File: src/rtl/ir_pkg.sv
// Shared defaults and latency-table helper for the sequenced instruction register.
package ir_pkg;

  localparam int unsigned DefDataW = 8;
  localparam int unsigned DefOpcW  = 3;
  localparam int unsigned DefCntW  = 3;

  // Extra execution cycles per opcode, listed opcode 7 down to opcode 0.
  localparam logic [(2**DefOpcW)*DefCntW-1:0] DefLatTable =
    {3'd3, 3'd4, 3'd5, 3'd5, 3'd5, 3'd5, 3'd3, 3'd0};

  localparam int unsigned DefHaltOpc = 0;

  // Wide enough for any table up to 32 opcodes of 8-bit counts.
  localparam int unsigned LutMaxW = 256;

  // Returns the table shifted so the selected count sits in the LSBs; caller truncates.
  function automatic logic [LutMaxW-1:0] lat_lookup(input logic [LutMaxW-1:0] tbl,
                                                    input int unsigned       op,
                                                    input int unsigned       cnt_w);
    return tbl >> (op * cnt_w);
  endfunction

endpackage

File: src/rtl/ir_cycle_counter.sv
// Loadable down-counter with flush, zero detect and a registered done pulse on window end.
module ir_cycle_counter #(
  parameter int unsigned CNT_W = 3
) (
  input  logic             clk,
  input  logic             rst_n,
  input  logic             load,
  input  logic [CNT_W-1:0] load_val,
  input  logic             flush,
  output logic [CNT_W-1:0] count,
  output logic             zero,
  output logic             done
);

  logic [CNT_W-1:0] cnt_q, cnt_d;
  logic             done_q, done_d;

  always_comb begin
    cnt_d  = cnt_q;
    done_d = 1'b0;
    if (flush) begin
      cnt_d = '0;
    end else if (load) begin
      cnt_d  = load_val;
      // A zero-latency instruction finishes in the same cycle it issues.
      done_d = (load_val == '0);
    end else if (cnt_q != '0) begin
      cnt_d  = cnt_q - CNT_W'(1);
      done_d = (cnt_q == CNT_W'(1));
    end
  end

  always_ff @(posedge clk or negedge rst_n) begin
    if (!rst_n) begin
      cnt_q  <= '0;
      done_q <= 1'b0;
    end else begin
      cnt_q  <= cnt_d;
      done_q <= done_d;
    end
  end

  assign count = cnt_q;
  assign zero  = (cnt_q == '0);
  assign done  = done_q;

endmodule

File: src/rtl/instr_seq_reg.sv
// Instruction register with per-opcode execution window and issue/done strobes.
// Optional halt support is enabled by defining IR_HALT_EN.
module instr_seq_reg
  import ir_pkg::*;
#(
  parameter int unsigned DATA_W = DefDataW,
  parameter int unsigned OPC_W  = DefOpcW,
  parameter int unsigned CNT_W  = DefCntW,
  parameter logic [(2**OPC_W)*CNT_W-1:0] LAT_TABLE = DefLatTable,
  parameter logic [OPC_W-1:0] HALT_OPC = OPC_W'(DefHaltOpc),
  localparam int unsigned ADDR_W = DATA_W - OPC_W
) (
  input  logic              clk,
  input  logic              rst_n,
  input  logic              instr_valid,
  input  logic [DATA_W-1:0] instr_data,
  output logic              instr_ready,
  input  logic              flush,
  input  logic              resume,
  output logic [OPC_W-1:0]  opcode,
  output logic [ADDR_W-1:0] address,
  output logic              busy,
  output logic [CNT_W-1:0]  cycles_left,
  output logic              issue,
  output logic              done,
  output logic              halted
);

  logic [OPC_W-1:0]  opc_in;
  logic [ADDR_W-1:0] addr_in;
  logic [CNT_W-1:0]  lat_sel;
  logic              accept;
  logic              cnt_zero;
  logic [OPC_W-1:0]  opcode_q;
  logic [ADDR_W-1:0] address_q;
  logic              issue_q;

  assign opc_in      = instr_data[DATA_W-1 -: OPC_W];
  assign addr_in     = instr_data[ADDR_W-1:0];
  assign lat_sel     = CNT_W'(lat_lookup(LutMaxW'(LAT_TABLE), 32'(opc_in), CNT_W));
  assign instr_ready = cnt_zero && !flush && !halted;
  assign accept      = instr_valid && instr_ready;

  ir_cycle_counter #(
    .CNT_W (CNT_W)
  ) u_cnt (
    .clk      (clk),
    .rst_n    (rst_n),
    .load     (accept),
    .load_val (lat_sel),
    .flush    (flush),
    .count    (cycles_left),
    .zero     (cnt_zero),
    .done     (done)
  );

  always_ff @(posedge clk or negedge rst_n) begin
    if (!rst_n) begin
      opcode_q  <= '0;
      address_q <= '0;
      issue_q   <= 1'b0;
    end else begin
      issue_q <= accept;
      if (accept) begin
        opcode_q  <= opc_in;
        address_q <= addr_in;
      end
    end
  end

  assign opcode  = opcode_q;
  assign address = address_q;
  assign issue   = issue_q;
  assign busy    = !cnt_zero;

`ifdef IR_HALT_EN
  logic halted_q, halted_d;

  always_comb begin
    halted_d = halted_q;
    if (halted_q && resume) begin
      halted_d = 1'b0;
    end else if (accept && (opc_in == HALT_OPC)) begin
      halted_d = 1'b1;
    end
  end

  always_ff @(posedge clk or negedge rst_n) begin
    if (!rst_n) begin
      halted_q <= 1'b0;
    end else begin
      halted_q <= halted_d;
    end
  end

  assign halted = halted_q;
`else
  logic unused_cfg;

  assign unused_cfg = resume ^ (^HALT_OPC);
  assign halted     = 1'b0;
`endif

endmodule

File: config.mk
export PLATFORM = sky130hd
export DESIGN_NAME = instr_seq_reg
export DESIGN_NICKNAME = d
export VERILOG_FILES = /design/src/rtl/ir_pkg.sv /design/src/rtl/ir_cycle_counter.sv /design/src/rtl/instr_seq_reg.sv
export SDC_FILE = /design/constraint.sdc
export NUM_CORES = 1
export LEC_CHECK = 0
export ABC_AREA = 0
export BUFFER_PORTS_ARGS = -buffer_cell sky130_fd_sc_hd__buf_2
export CORE_MARGIN = 2
export CORE_UTILIZATION = 44
export CTS_CLUSTER_DIAMETER = 200
export DETAILED_ROUTE_END_ITERATION = 16
export HOLD_SLACK_MARGIN = 0.06
export PLACE_DENSITY = 0.85
export SYNTH_ARGS = -nofsm -noshare
export SYNTH_HDL_FRONTEND = slang
export SYNTH_HIERARCHICAL = 1
export SYNTH_SLANG_ARGS = --single-unit
File: constraint.sdc
create_clock -name clk -period 2.6 [get_ports clk]
set_clock_uncertainty 0.2 [all_clocks]
set_input_delay 0.65 -clock clk [delete_from_list [all_inputs] [get_ports clk]]
set_output_delay 0.65 -clock clk [all_outputs]
set_load 0.02 [all_outputs]
==> out/results.tsv, run 1 <==
stage	metric	value	unit
run_status	outcome	finished, final reports clean	
floorplan	row_count	13	
pwr	p_sw	0.4257	mW
job	drv_cap	0	
global_routing	grt_max_degree	14	
route	vias_per_cell	4.816	
route	via_count	472	
worst_setup_path	arrival	1630	ps
floorplan	ios	29	
global_routing	grt-ovfl-total	0	
floorplan	initial_core_util	48.22	%
clock_network	cts_made_buffers	3	
min_path	holdCritPathClass	reg2reg	
synthesis	synth_top_area_share	50.58	%
synthesis	synth_nets	69	
global_routing	met3_usage	4.310	%
clock_network	cts_tree	built	
clock_network	clock_path_buffers	2	
global_routing	met2_usage	25.54	%
sta	hold_viol	0	
synthesis	synth_ff_type	dfrtp_1	
sta	fin_setup_tns	0	ps
route	wl	1176	um
synthesis	ys_types	22	
pwr	irDropWorstVdd	0.0005216	V
global_routing	grt_pass1_wl	1952	um
synthesis	ys_seq_elements	13	
min_path	holdPathStages	1	
pwr	p_leak	0.4266	nW
worst_setup_path	r2r-end	u_cnt/done	
worst_setup_path	crit_end	instr_ready	
sta	whs	303.0	ps
floorplan	coreArea	1334	um2
pwr	p_comb_share	53.6	%
place	io_buffers	26	
sta	layout_min_cycle_time	2483	ps
place	gp_congestion	0.7560	
sta	finalCritPeriodShare	95.52	%
worst_setup_path	r2r_start	u_cnt/count[0]	
worst_setup_path	crit_path_max_fanout	8	
worst_setup_path	path_cells	inv_1 -> ha_1 -> ha_1 -> inv_1 -> nor2_1 -> buf_2	
synthesis	syn_area_per_cell	12.13	um2
cells_and_area	nets	100	
synthesis	ys_seq_area_share	50.58	%
pwr	p_clk_share	12.2	%
worst_setup_path	worstSetupStartpoint	u_cnt/count[0]	
floorplan	dieWidth	42.23	um
clock_network	clk_pin_slew	80	ps
floorplan	design.die.area	1783	um2
cells_and_area	layout-drive-gt1-share	45.78	%
synthesis	async_flop_share	100.0	%
place	dp_hpwl	928	um
route	ant_nets	0	
worst_setup_path	critPathLaunchType	flop	
global_routing	grt.busiest_layer	met2	
route	drtIter0Drc	3	
pwr	p_sw_share	42.57	%
global_routing	grt_use_total	15.41	%
clock_network	root_buffer	clkbuf_4	
global_routing	grt_pass1_vias	466	
worst_setup_path	cp.required	1750	ps
worst_setup_path	critPathSlowestCell	dfrtp_1	
worst_setup_path	crit_path_end_kind	output pin	
sta	fmax	402.7	MHz
route	wl_per_cell	12.00	um
cells_and_area	final_cell_area	820.8	um2
sta	maxSlewViolCount	0	
pwr	p_int	0.5744	mW
worst_setup_path	r2r_slack	300	ps
pwr	p_per_area	1219	nW/um2
global_routing	grt_use_met1	16.53	%
synthesis	synth_common_cells	dfrtp_1, mux2_2, inv_1	
clock_network	clock_sinks	13	
clock_network	clkLatencyLatePin	270	ps
route	first_pass_iters	4	
cells_and_area	final_core_util	61.54	%
route	drc	0	
clock_network	ctsResizeCount	0	
worst_setup_path	path_class	reg2out	
cells_and_area	antenna_cells	0	
synthesis	yosysMostFrequentCell	dfrtp_1	
synthesis	ys_top_cells_by_area	dfrtp_1, mux2_2, ha_1, inv_1, nand3b_4	
synthesis	synth_top_cell_by_area	dfrtp_1	
cells_and_area	area_growth_syn_to_layout	27.63	%
synthesis	postSynthCellCount	53	
place	placed_cell_area	784.5	um2
floorplan	die_y	42.23	um
pwr	p_total	1.000	mW
global_routing	antenna_found_initial	0	
worst_setup_path	worst-r2r-cell-count	7	
worst_setup_path	critical_path.max_stage_delay	430	ps
synthesis	synth_edf_count	0	
clock_network	htreeDepth	1	
sta	finalSetupViolCount	0	
sta	rsz0062_at_grt	no	
synthesis	ys_warn_count	6	
pwr	p_seq_share	34.2	%
synthesis	netlist_area	643.1	um2
[final cells by class]
| class | count | area (um2) |
|---|---|---|
| inverters | 6 | 22.52 |
| well taps | 15 | 18.77 |
| repair buffers | 27 | 140.1 |
| multi-input cells | 33 | 287.8 |
| fillers | 119 | 513.0 |
| clock buffers | 4 | 26.28 |
| flip-flops and latches | 13 | 325.3 |
[placed cells by master (no fill, tap or decap)]
cell type       n
conb_1          1
a21oi_1         1
or4b_1          2
nand3b_4        1
or2_1           2
dlygate4sd3_1   1
ha_1            3
o21a_1          1
inv_1           6
a311oi_1        2
xnor2_1         1
nand3b_1        1
dfrtp_1        13
nor2b_1         2
clkbuf_4        3
nand2_1         2
nor2_1          1
mux2_2          8
xor2_1          1
and2_1          1
nand2b_1        1
buf_2          26
nand3_1         1
clkbuf_1        1
o31ai_1         1
[power by group through the flow]
stage,logic (mW),registers [mW],clock network [mW]
after global routing,0.580,0.355,0.145
final,0.536,0.342,0.122
after floorplan,0.257,0.460,0
after CTS,0.542,0.342,0.131
after global placement,0.524,0.342,0
after detailed placement,0.540,0.347,0
[state kept, by name, indices dropped and copies added, names as in the netlist]
signal / count
address: 5
opcode: 3
u_cnt/count: 3
issue: 1
u_cnt/done: 1
[critical path, delay by kind of cell, from the launching register on]
family / cells / cell delay (ps)
adders and majority gates: 2 / 490
DFF: 1 / 430
buffers and inverters: 3 / 330
and+or+nand+nor: 1 / 100
[kinds of logic (layout without fill, tap and decap cells)]
group / count (synthesis) / count (layout) / synth area share [%]
simple gates: 14 / 14 / 15.76
flops: 13 / 13 / 50.58
mux: 8 / 8 / 14.01
buf+inv: 7 / 37 / 4.669
compound gates: 5 / 5 / 5.837
fa+ha+maj: 3 / 3 / 5.837
xor+xnor: 2 / 2 / 2.724
other cells: 1 / 1 / 0.5831
[routing by layer]
metal  wire [um]  part of all wire [%]  up-vias
met1         503                    43      212
met2         589                    50       16
met4           8                  0.68        0
met5           0                     0        -
met3          74                   6.3        2
li1            -                     -      242
[what timing repair did]
item	in CTS	in global routing
hold endpoints to repair	13	0
setup buffers	0	0
hold buffers	1	0
[how the worst min path moves through the flow]
stage                     from          to  slack [ps]
floorplan                rst_n  address[0]         150
global placement    address[4]  address[4]         280
detailed placement   opcode[1]   opcode[1]         290
CTS                  opcode[1]   opcode[1]         310
global route         opcode[1]   opcode[1]         330
finish              address[4]  address[4]         300
[through the flow]
stage	std cells	setup slack, ps
2_1_floorplan	53	262.3
3_3_place_gp	93	398.7
3_5_place_dp	93	323.9
4_1_cts	98	112.8
5_1_grt	98	23.91
6_report	98	116.6
Power figures use the tool's default switching activity.
==> run 2, diff against run 1 <==
CORE_UTILIZATION = 43   (was 44)
GPL_ROUTABILITY_DRIVEN = 1   (was unset)
PLACE_DENSITY = 0.84   (was 0.85)
SYNTH_HIERARCHICAL = unset   (was 1)
==> run 2 against run 1 <==
  * Design area fell by 4.4%
  * Die area fell by 1.5%
  * Sequential power fell by 4%
  * Critical path depth did not move
  * Via count rose by 12%
  * Count of clock-buffer cells in the layout did not move
  * First-iteration DRC count rose to 5.3 times the previous value
  * Combinational power fell by 11%
  * Area after synthesis fell by 3.9%
  * Synthesized cell count rose by 25%
  * Register-to-register slack improved by 490 ps
==> out/results.tsv, run 2 <==
stage	metric	value	unit
sta	maxSlewViolCount	0	
worst_setup_path	crit_cells	6	
worst_setup_path	r2r-end	u_cnt.count[2]	
route	ant_nets	0	
run_status	outcome	finished, final reports clean	
worst_setup_path	crit_buf_inv	3	
worst_setup_path	crit_family	adder cells	
worst_setup_path	cp.required	1750	ps
route	via_count	527	
floorplan	row_count	13	
clock_network	clock_path_buffers	2	
synthesis	ys_seq_elements	13	
job	drv_cap	0	
global_routing	grt_max_degree	14	
sta	layout_min_cycle_time	2477	ps
synthesis	synth_top_area_share	52.63	%
place	placed_cells	105	
worst_setup_path	crit_path_end_kind	output pin	
worst_setup_path	critical_path.max_stage_delay	420	ps
min_path	holdPathStages	2	
sta	fmax	403.7	MHz
cells_and_area	final_cells	110	
worst_setup_path	r2r_slack	790	ps
worst_setup_path	arrival	1630	ps
synthesis	synth_top_family_by_area	simple AND/OR/NAND/NOR gates	
min_path	holdCritPathClass	reg2reg	
global_routing	grt_pass1_wl	2049	um
floorplan	coreArea	1318	um2
worst_setup_path	crit_end	instr_ready	
worst_setup_path	critPathLaunchType	flop	
synthesis	synth_ff_type	dfrtp_1	
synthesis	syn_area_per_cell	9.365	um2
floorplan	die_y	41.92	um
pwr	p_sw_share	44.94	%
floorplan	ios	29	
synthesis	ys_warn_count	0	
pwr	p_int	0.5104	mW
cells_and_area	seqCellArea	325.3	um2
pwr	p_per_area	1182	nW/um2
route	drc	0	
cells_and_area	fillers	113	
synthesis	async_flop_share	100.0	%
synthesis	netlist_area	618.1	um2
clock_network	root_buffer	clkbuf_4	
route	wl_per_cell	11.66	um
synthesis	synthMuxAreaShare	0	%
synthesis	ys_top_cells_by_area	dfrtp_1, nand2_1, ha_1, inv_1, nand3b_4	
clock_network	cts_tree	built	
worst_setup_path	critPathSlowestCell	dfrtp_1	
worst_setup_path	path_cells	inv_1 -> ha_1 -> ha_1 -> inv_1 -> nor2_1 -> buf_2	
cells_and_area	antenna_cells	0	
clock_network	clk_pin_slew	80	ps
global_routing	grt_use_total	15.46	%
synthesis	synth_common_cells	nand2_1, dfrtp_1, inv_1	
cells_and_area	layout-drive-gt1-share	32.63	%
synthesis	synth_compound_gate_area_share	11.34	%
place	io_buffers	26	
global_routing	grt_pass1_vias	494	
clock_network	clock_sinks	13	
pwr	p_leak	0.4613	nW
synthesis	synth-adder-area-share	6.073	%
clock_network	clkLatencyLatePin	260	ps
worst_setup_path	crit_path_max_fanout	6	
pwr	p_seq_share	35.5	%
worst_setup_path	worstSetupStartpoint	u_cnt.count[0]	
floorplan	design.die.area	1757	um2
route	vias_per_cell	4.791	
clock_network	cts_made_buffers	3	
worst_setup_path	r2r_start	u_cnt.count[0]	
synthesis	synth_nets	82	
synthesis	postSynthCellCount	66	
route	wl	1283	um
sta	finalCritPeriodShare	95.27	%
synthesis	synth_top_cell_by_area	dfrtp_1	
sta	rsz0062_at_grt	no	
place	dp_hpwl	1002	um
clock_network	postCtsSetupRepairBufs	0	
synthesis	ys_types	22	
pwr	irDropWorstVdd	0.0006229	V
place	gp_congestion	0.8746	
synthesis	synth_edf_count	0	
synthesis	yosys.area_share.simple	20.65	%
sta	hold_viol	0	
global_routing	grt-ovfl-total	0	
synthesis	ys_seq_area_share	52.63	%
cells_and_area	final_common_cell	buf_2	
cells_and_area	layout_common_cells	buf_2, nand2_1, dfrtp_1, inv_1	
global_routing	antenna_found_initial	0	
cells_and_area	multi_input_area	247.7	um2
synthesis	yosysMostFrequentCell	nand2_1	
sta	finalSetupViolCount	0	
pwr	p_sw	0.4167	mW
synthesis	synth_xor_area_share	1.417	%
clock_network	htreeDepth	1	
worst_setup_path	worst-r2r-cell-count	6	
floorplan	dieWidth	41.92	um
route	first_pass_iters	4	
cells_and_area	area_growth_syn_to_layout	26.92	%
sta	fin_setup_tns	0	ps
cells_and_area	nets	112	
cells_and_area	largest_reg_flops	5	
pwr	p_comb_share	51.7	%
pwr	p_clk_share	12.8	%
worst_setup_path	path_class	reg2out	
route	drtIter0Drc	16	
floorplan	initial_core_util	46.91	%
[run 2: logic make-up after synthesis]
group,Yosys count
buf+inv,9
simple gates,29
flops,13
xor+xnor,1
other cells,1
fa+ha+maj,3
compound gates,10
[run 2: area by class of cell]
type / instances / share of cell area, %
Clock buffer: 4 / 3.349
Inverter: 7 / 3.349
Tap cell: 15 / 2.392
Sequential cell: 13 / 41.47
Timing Repair Buffer: 27 / 17.86
Multi-Input combinational cell: 44 / 31.58
[run 2: power groups by stage]
stage	sequential (mW)	combinational, mW	clock [mW]
after floorplan	0.436	0.222	0
after global placement	0.330	0.460	0
after detailed placement	0.335	0.477	0
after CTS	0.331	0.480	0.126
after global routing	0.342	0.524	0.138
final	0.329	0.479	0.119
[run 2: how the worst min path moves through the flow]
stage | startpoint | endpoint | slack (ps)
floorplan | rst_n | address[0] | 150
global placement | address[1] | address[1] | 250
detailed placement | address[1] | address[1] | 260
CTS | address[1] | address[1] | 280
global route | address[0] | address[0] | 290
finish | address[3] | address[3] | 270
[run 2: what timing repair did]
action	CTS	global route
endpoints found under the hold margin	6	0
resized for setup	0	0
hold buffers	1	0
[run 2: worst reg2reg max path: cells and delay by family (launching register included)]
kind                     cells  cell delay (ps)
AO/OA/AOI/OAI                2              380
buffers and inverters        2              250
adder cells (fa/ha/maj)      2              460
flip-flops                   1              400
[run 2: layer usage]
metal,track usage (%),wire length (um),up-vias
met5,0,0,-
met3,4.348,63,2
li1,-,-,271
met1,18.16,555,237
met4,3.871,5,0
met2,27.50,659,17
[run 2: per-stage QoR]
step | hold slack (ps) | util [%] | instance area (um2) | setup slack [ps] | total power [mW]
finish | 270.1 | 59.54 | 784.5 | 123.1 | 0.9271
global route | 289.1 | 59.54 | 784.5 | 23.96 | 1.003
CTS | 275.1 | 59.54 | 784.5 | 114.3 | 0.9370
detailed placement | 256.3 | 56.79 | 748.2 | 418.9 | 0.8123
global placement | 253.6 | 56.79 | 748.2 | 457.0 | 0.7897
floorplan | 154.4 | - | 618.1 | 278.9 | 0.6582
